==> src/rtl/mux_sel_pkg.sv <==
// Shared types and constants for the mux select conditioner.
// Holds the debounce FSM state encoding and the board clock figures.
package mux_sel_pkg;

    typedef enum logic [1:0] {
        IDLE         = 2'd0,
        PRESS_WAIT   = 2'd1,
        PRESSED      = 2'd2,
        RELEASE_WAIT = 2'd3
    } state_t;

    localparam int CLK_HZ              = 100_000_000;
    localparam int DEBOUNCE_CYCLES_DEF = 1_000_000;

endpackage

==> src/rtl/sync_2ff.sv <==
// Two-flop synchroniser for asynchronous inputs.
// Both stages reset to RESET_VAL so downstream logic sees a defined level.
module sync_2ff #(
    parameter int                WIDTH     = 1,
    parameter logic [WIDTH-1:0]  RESET_VAL = '0
) (
    input  logic             clk,
    input  logic             rst,
    input  logic [WIDTH-1:0] d,
    output logic [WIDTH-1:0] q
);

    logic [WIDTH-1:0] meta;

    always_ff @(posedge clk or posedge rst) begin
        if (rst) begin
            meta <= RESET_VAL;
            q    <= RESET_VAL;
        end else begin
            meta <= d;
            q    <= meta;
        end
    end

endmodule

==> src/rtl/mux_sel_conditioner.sv <==
// Conditions the Mimas V2 DIP switches and push button for the 2:1 select mux:
// synchronised data bits plus a debounced, press-toggled registered select.
module mux_sel_conditioner
    import mux_sel_pkg::*;
#(
    parameter int DEBOUNCE_CYCLES = DEBOUNCE_CYCLES_DEF,
    parameter bit BTN_ACTIVE_LOW  = 1'b1
) (
    input  logic       clk,
    input  logic       rst,
    input  logic       btn_i,
    input  logic [1:0] sw_i,
    output logic [1:0] data_o,
    output logic       sel_o,
    output logic       press_o
);

    localparam int               CNT_W    = (DEBOUNCE_CYCLES > 1) ? $clog2(DEBOUNCE_CYCLES) : 1;
    localparam logic [CNT_W-1:0] CNT_MAX  = CNT_W'(DEBOUNCE_CYCLES - 1);
    localparam logic [0:0]       BTN_IDLE = BTN_ACTIVE_LOW;

    logic [0:0]       btn_q;
    logic             btn_s;
    state_t           state, state_nxt;
    logic [CNT_W-1:0] cnt, cnt_nxt;
    logic             sel_nxt;
    logic             press_nxt;

    // Button flops rest at the raw idle level so reset never looks like a press.
    sync_2ff #(.WIDTH(1), .RESET_VAL(BTN_IDLE)) u_btn_sync (
        .clk (clk),
        .rst (rst),
        .d   (btn_i),
        .q   (btn_q)
    );

    sync_2ff #(.WIDTH(2), .RESET_VAL(2'b00)) u_sw_sync (
        .clk (clk),
        .rst (rst),
        .d   (sw_i),
        .q   (data_o)
    );

    assign btn_s = btn_q[0] ^ BTN_ACTIVE_LOW;

    always_ff @(posedge clk or posedge rst) begin
        if (rst) begin
            state   <= IDLE;
            cnt     <= '0;
            sel_o   <= 1'b0;
            press_o <= 1'b0;
        end else begin
            state   <= state_nxt;
            cnt     <= cnt_nxt;
            sel_o   <= sel_nxt;
            press_o <= press_nxt;
        end
    end

    always_comb begin
        state_nxt = state;
        case (state)
            IDLE:         if (btn_s) state_nxt = PRESS_WAIT;
            PRESS_WAIT:   if (!btn_s) state_nxt = IDLE;
                          else if (cnt == CNT_MAX) state_nxt = PRESSED;
            PRESSED:      if (!btn_s) state_nxt = RELEASE_WAIT;
            RELEASE_WAIT: if (btn_s) state_nxt = PRESSED;
                          else if (cnt == CNT_MAX) state_nxt = IDLE;
            default:      state_nxt = IDLE;
        endcase
    end

    // The counter is cleared on every exit, so it never reaches DEBOUNCE_CYCLES.
    always_comb begin
        cnt_nxt   = cnt;
        sel_nxt   = sel_o;
        press_nxt = 1'b0;
        case (state)
            IDLE:    cnt_nxt = '0;
            PRESS_WAIT: begin
                if (!btn_s) begin
                    cnt_nxt = '0;
                end else if (cnt == CNT_MAX) begin
                    cnt_nxt   = '0;
                    press_nxt = 1'b1;
                    sel_nxt   = ~sel_o;
                end else begin
                    cnt_nxt = cnt + CNT_W'(1);
                end
            end
            PRESSED: cnt_nxt = '0;
            RELEASE_WAIT: begin
                if (btn_s || cnt == CNT_MAX) cnt_nxt = '0;
                else                         cnt_nxt = cnt + CNT_W'(1);
            end
            default: cnt_nxt = '0;
        endcase
    end

endmodule

==> config.mk <==
export PLATFORM = sky130hd
export DESIGN_NAME = mux_sel_conditioner
export DESIGN_NICKNAME = d
export VERILOG_FILES = /design/src/rtl/mux_sel_pkg.sv /design/src/rtl/sync_2ff.sv /design/src/rtl/mux_sel_conditioner.sv
export SDC_FILE = /design/constraint.sdc
export NUM_CORES = 1
export LEC_CHECK = 0
export CAP_MARGIN = 10
export CORE_MARGIN = 4
export CORE_UTILIZATION = 45
export CTS_CLUSTER_DIAMETER = 60
export DETAILED_ROUTE_END_ITERATION = 6
export REMOVE_ABC_BUFFERS = 1
export SKIP_CTS_REPAIR_TIMING = 1
export SYNTH_ARGS = -nofsm -noshare
export SYNTH_HDL_FRONTEND = slang
export SYNTH_HIERARCHICAL = 1
export SYNTH_SLANG_ARGS = --single-unit
==> constraint.sdc <==
create_clock -name clk -period 1.9 [get_ports clk]
set_input_delay 0.475 -clock clk [delete_from_list [all_inputs] [get_ports clk]]
set_output_delay 0.475 -clock clk [all_outputs]
set_load 0.02 [all_outputs]
==> impl_metrics.ini, run 1 <==
[run_status]
run_status = finished, final reports clean

[cts]
clockBufferDepth = 2
cts_tree = yes
root_buffer = clkbuf_4
clk_pin_slew_worst_paths_ns = 0.10
clock_latency_ns = 0.33
cts_made_buffers = 5
clkSinkCount = 30
htree_num_levels = 2

[min_path]
hp-start = u_sw_sync/meta[0]
hold_class = register to register

[power_and_ir_drop]
ir_drop_v = 0.000524
powerDensity_nw_per_um2 = 678
p_sw_share_pct = 22.1
p_leak_nw = 0.684
p_total_mw = 1.10
p_sw_uw = 243
intPower_uw = 854
comb_power_share_pct = 5.0
clockPowerShare_pct = 35.4
pwr-share-seq_pct = 59.7

[sta]
maxSlewViolCount = 0
period_share_pct = 95.8
maxSlewHeadroom_pct = 79.5
layout_min_cycle_time_ns = 1.82
tightest_slew_ns = 0.308
tns_ns = 0
max_freq_mhz = 549
worst_slack_ns = 0.0792
rsz0062_at_grt = yes
finClkSkew_ns = 0.0184
holdWs_ns = 0.352
finalHoldViolCount = 0
setup_viol = 0

[critical_path]
critPathCaptureType = register
cpPeakStageDelay_ns = 0.54
crit_path_start_kind = register
cp_cell_sequence = or4_4, nor4_4, a21o_2, buf_12, nor2_1
crit_start = cnt[11]
critPathMaxFanout = 11
cp.required_ns = 2.11
rr_startpoint = cnt[11]
worst-setup-path-type = register to register
crit_slowest_cell = or4_4
arrival_ns = 2.03

[drt]
drt-initial-drc-count = 17
first_pass_iters = 4
avgRoutedWirePerCell_microns = 13.6
drc_errors = 0
via_per_inst = 5.34
num_vias = 940
wl_mm = 2.40
drt.antenna.violating_nets = 0

[cells_and_area]
final_common_cell = dfrtp_1
fillers = 255
areaGrowthSynthToFinish_pct = 21.2
final_cell_mix = dfrtp_1, nor2_1, xor2_1, clkdlybuf4s50_1, buf_4
seq_area_sq_um = 753
drive_gt1_share_pct = 20.0
multi_input_area_sq_um = 559
antenna_cells = 0
nNetsFinal = 150

[floorplanning]
initial_core_util_pct = 47.6
die_y_microns = 62.5
dieWidth_microns = 62.5
core_sq_um = 2810
row_count = 19
die_area_sq_um = 3900
io_pins = 9

[yosys]
ys_ff_latch = 30
avgSynthCellArea_sq_um = 11.0
synth_top_area_share_pct = 52.5
ys_seq_area_share_pct = 56.4
syn_inst = 121
synth_area_leaders = dfrtp_1, xor2_1, dfstp_2
synth_warnings = 6
netlist_area_sq_um = 1340
synth_cell_types = 27
yosysTopAreaCell = dfrtp_1

[place]
pre_cts_slack_ns = 0.0895
gp_congestion = 0.729
port_buffers = 8
dp_hpwl_mm = 1.73

[grt]
gr-total-overflow = 0
grt_pass1_vias = 921
grt_first_pass_wirelength_mm = 4.19
grt_max_degree = 25
groute.usage.overall_pct = 13.6
antenna_found_initial = 0

[job]
max_cap_violations = 0
[stage by stage]
stage	instances	area, sq um	util [%]
finish	176	1620	57.7
CTS	176	1590	56.7
global placement	168	1530	54.6
detailed placement	168	1530	54.6
global route	176	1620	57.7
floorplan	119	1310	-
[state kept, by name, summed over array words and instances, names as in the netlist, named ones only]
signal           count
cnt                 20
state                1
u_sw_sync/q          2
u_btn_sync/meta      1
u_btn_sync/q         1
u_sw_sync/meta       2
press_o              1
sel_o                1
[worst paths after layout]
check | endpoint | slack, ns | depth (start not counted)
worst max-delay path | cnt[4] | 0.08 | 5
worst min-delay path | u_sw_sync/q[0] | 0.35 | 0
worst max register to register | cnt[4] | 0.08 | 5
worst min register to register | u_sw_sync/q[0] | 0.35 | 0
max in group asynchronous | cnt[4] | 1.10 | 3
min in group asynchronous | u_sw_sync/meta[0] | 0.38 | 2
[power groups by stage]
stage	registers (mW)	clock network, mW	logic, mW
2_1_floorplan	0.669	0	0.0205
3_3_place_gp	0.666	0	0.0538
3_5_place_dp	0.667	0	0.0551
4_1_cts	0.654	0.404	0.0552
5_1_grt	0.656	0.442	0.0616
6_report	0.654	0.388	0.0547
[critical path, delay by kind of cell (launching register included)]
kind / cells / cell delay, ns
simple gates: 3 / 0.90
compound gates: 1 / 0.23
flops: 1 / 0.42
buf+inv: 1 / 0.14
[metal layers]
metal | global-route usage [%] | wire (microns) | vias to the layer above
met1 | 18.3 | 1130 | 454
met3 | 3.24 | 80 | 5
li1 | - | - | 468
met5 | 0 | 0 | -
met2 | 20.0 | 1130 | 13
met4 | 7.44 | 53 | 0
[cell type report]
type / count / area share, %
Multi-Input combinational cell: 82 / 34.6
Inverter: 7 / 1.62
Clock inverter: 1 / 0.309
Sequential cell: 30 / 46.6
Clock buffer: 7 / 3.40
Tap cell: 31 / 2.40
Timing Repair Buffer: 18 / 11.1
[cells in the mapped netlist]
| cell | count |
|---|---|
| nand3_1 | 5 |
| and2_1 | 4 |
| buf_6 | 2 |
| inv_1 | 7 |
| mux2i_1 | 1 |
| or4b_4 | 1 |
| nand3b_1 | 1 |
| or3_1 | 4 |
| nor2_1 | 14 |
| ha_1 | 1 |
| nand2_1 | 6 |
| nor4_4 | 1 |
| and3_1 | 1 |
| xnor2_1 | 5 |
| and4_1 | 2 |
| xor2_1 | 8 |
| a21oi_1 | 7 |
| o21ai_0 | 4 |
| and4_4 | 1 |
| o31ai_1 | 3 |
| dfrtp_1 | 28 |
| nand4_1 | 6 |
| nor3_1 | 1 |
| a21o_2 | 1 |
| dfstp_2 | 2 |
| or4_1 | 4 |
| nand3_2 | 1 |
[cells by family after synthesis]
group | count (synthesis) | synth area share (%)
DFF | 30 | 56.4
muxes | 1 | 0.750
buffers and inverters | 9 | 3.66
xor gates and xnor gates | 13 | 8.53
and+or+nand+nor | 52 | 23.2
adders and majority gates | 1 | 0.937
AOI/OAI and AO/OA | 15 | 6.47
No activity file was read; power rests on OpenSTA's default activity.
==> inputs of run 2 (changes only) <==
- ABC_AREA: default -> 1
==> impl_metrics.ini, run 2 <==
[critical_path]
worstRegToRegCells = 8
cpPeakStageDelay_ns = 0.61
crit_start = sel_o
ff2ff_setup_slack_ns = 0.19
cp.required_ns = 1.42
endpoint = sel_o
critPathCaptureType = output pin
critPathMaxFanout = 3
worst-setup-path-type = register to output pin
rr_startpoint = cnt[0]
cp_num_buf_inv = 1
crit_slowest_cell = clkdlybuf4s50_1
cp.depth = 1
r2r-end = cnt[19]
crit_path_start_kind = register
crit_family = buffers and inverters
cp_cell_sequence = clkdlybuf4s50_1
arrival_ns = 1.32

[cells_and_area]
largestRegisters = cnt (20), u_sw_sync/meta (2), u_sw_sync/q (2)
seq_area_sq_um = 753
fillers = 354
final_common_cell = nor2_1
multi_input_area_sq_um = 696
antenna_cells = 0
final_cell_mix = nor2_1, nand2_1, dfrtp_1
fin_cells = 259
nNetsFinal = 218
postLayoutCellArea_sq_um = 1770
drive_gt1_share_pct = 16.0
largest-register = cnt
largest_reg_flops = 20
areaGrowthSynthToFinish_pct = 11.3
final_util_pct = 52.5

[floorplanning]
row_count = 21
core_sq_um = 3360
initial_core_util_pct = 47.2
die_y_microns = 67.4
io_pins = 9
dieWidth_microns = 67.4
die_area_sq_um = 4540

[sta]
rsz0062_at_grt = no
layout_min_cycle_time_ns = 1.80
maxSlewViolCount = 0
holdWs_ns = 0.358
worst_slack_ns = 0.104
tns_ns = 0
tightest_slew_ns = 0.310
max_freq_mhz = 557
maxSlewHeadroom_pct = 79.1
period_share_pct = 94.5
setup_viol = 0
finalHoldViolCount = 0
finClkSkew_ns = 0.0196

[drt]
wl_mm = 2.91
first_pass_iters = 4
drc_errors = 0
drt.antenna.violating_nets = 0
num_vias = 1240
via_per_inst = 4.79
drt-initial-drc-count = 55
avgRoutedWirePerCell_microns = 11.2

[grt]
antenna_found_initial = 0
grt_pass1_vias = 1287
grt_max_degree = 25
gr-total-overflow = 0
groute.usage.overall_pct = 16.1
grt_first_pass_wirelength_mm = 5.42

[power_and_ir_drop]
p_sw_share_pct = 24.4
p_sw_uw = 273
comb_power_share_pct = 4.7
powerDensity_nw_per_um2 = 633
p_leak_nw = 0.788
pwr-share-seq_pct = 58.5
clockPowerShare_pct = 36.8
ir_drop_v = 0.000343
p_total_mw = 1.12
intPower_uw = 845

[yosys]
synth_warnings = 6
synth_mux_area_share_pct = 0
synth_flop_cell = dfrtp_1
synth_top_family_by_area = simple AND/OR/NAND/NOR gates
synthAdderAreaFrac_pct = 0.788
netlist_area_sq_um = 1590
synth.most_common_cell = nor2_1
synth_simple_gate_area_share_pct = 37.4
async_reset_ff_share_pct = 100
yosys-top-cells-count = nor2_1, nand2_1, dfrtp_1
synth_area_leaders = dfrtp_1, nor2_1, nand2_1
synth_top_area_share_pct = 44.1
synth_compound_area_share_pct = 1.73
synth_edf_count = 0
synth_cell_types = 26
syn_inst = 199
yosysTopAreaCell = dfrtp_1
yosys.area_share.xor_xnor_pct = 3.86
ys_ff_latch = 30
ys_seq_area_share_pct = 47.4
avgSynthCellArea_sq_um = 7.98

[place]
port_buffers = 8
gp_congestion = 0.834
dp_hpwl_mm = 2.19
place_area_sq_um = 1700
dp_cells = 251
pre_cts_slack_ns = 0.169

[cts]
clkSinkCount = 30
cts_tree = yes
clock_latency_ns = 0.34
clk_pin_slew_worst_paths_ns = 0.10
htree_num_levels = 2
root_buffer = clkbuf_4
clockBufferDepth = 2
cts_made_buffers = 5

[run_status]
run_status = finished, final reports clean

[job]
max_cap_violations = 0

[min_path]
hold_class = input pin to asynchronous set/reset pin
-- run 2: cell types whose count changed after synthesis, moves of 5 or more --
cell	previous run	this run
xor2_1	8	3
nor2_1	14	43
inv_1	7	27
nand2_1	6	41
nor2_2	0	14
-- run 2: worst reg2reg max path: stages (launching register included) --
cell	delay, ns
dfrtp_1	0.42
ha_1	0.21
nand2_1	0.13
nor3_4	0.30
nand3_4	0.15
nand2_4	0.22
inv_2	0.09
nand2_1	0.07
nor2_1	0.03
-- run 2: cell families (layout without fill, tap and decap cells) --
| group | count (synthesis) | count (layout) |
|---|---|---|
| buffers and inverters | 32 | 46 |
| adder cells (fa/ha/maj) | 1 | 1 |
| flip-flops | 30 | 30 |
| AO/OA/AOI/OAI | 5 | 5 |
| XOR/XNOR | 7 | 7 |
| AND/OR/NAND/NOR | 124 | 124 |
-- run 2: routing by layer --
metal | share of wire (%) | vias to the layer above | wire (microns) | global-route usage (%)
met5 | 0 | - | 0 | 0
met4 | 1.9 | 0 | 55 | 6.84
met3 | 3.5 | 6 | 101 | 4.83
met2 | 47 | 15 | 1360 | 25.9
met1 | 48 | 579 | 1390 | 20.0
li1 | - | 640 | - | -
-- run 2: layout make-up --
cell class / instances / share of cell area [%]
inverters: 29 / 6.16
repair buffers: 9 / 4.96
flip-flops and latches: 30 / 42.6
clock buffers: 6 / 2.90
well taps: 46 / 3.26
clock inverters: 2 / 0.708
multi-input cells: 137 / 39.4
-- run 2: how the worst min path moves through the flow --
stage                   endpoint  slack, ns
3_3_place_gp      u_sw_sync/q[1]       0.34
4_1_cts        u_sw_sync/meta[1]       0.35
5_1_grt           u_sw_sync/q[1]       0.36
3_5_place_dp      u_sw_sync/q[0]       0.34
2_1_floorplan  u_sw_sync/meta[0]       0.24
6_report          u_sw_sync/q[0]       0.36
-- run 2: power by group through the flow --
| stage | registers, mW | logic (mW) | clock network, mW |
|---|---|---|---|
| floorplan | 0.668 | 0.0286 | 0 |
| global placement | 0.666 | 0.0535 | 0 |
| detailed placement | 0.667 | 0.0547 | 0 |
| CTS | 0.655 | 0.0548 | 0.427 |
| global route | 0.656 | 0.0611 | 0.450 |
| finish | 0.655 | 0.0523 | 0.412 |
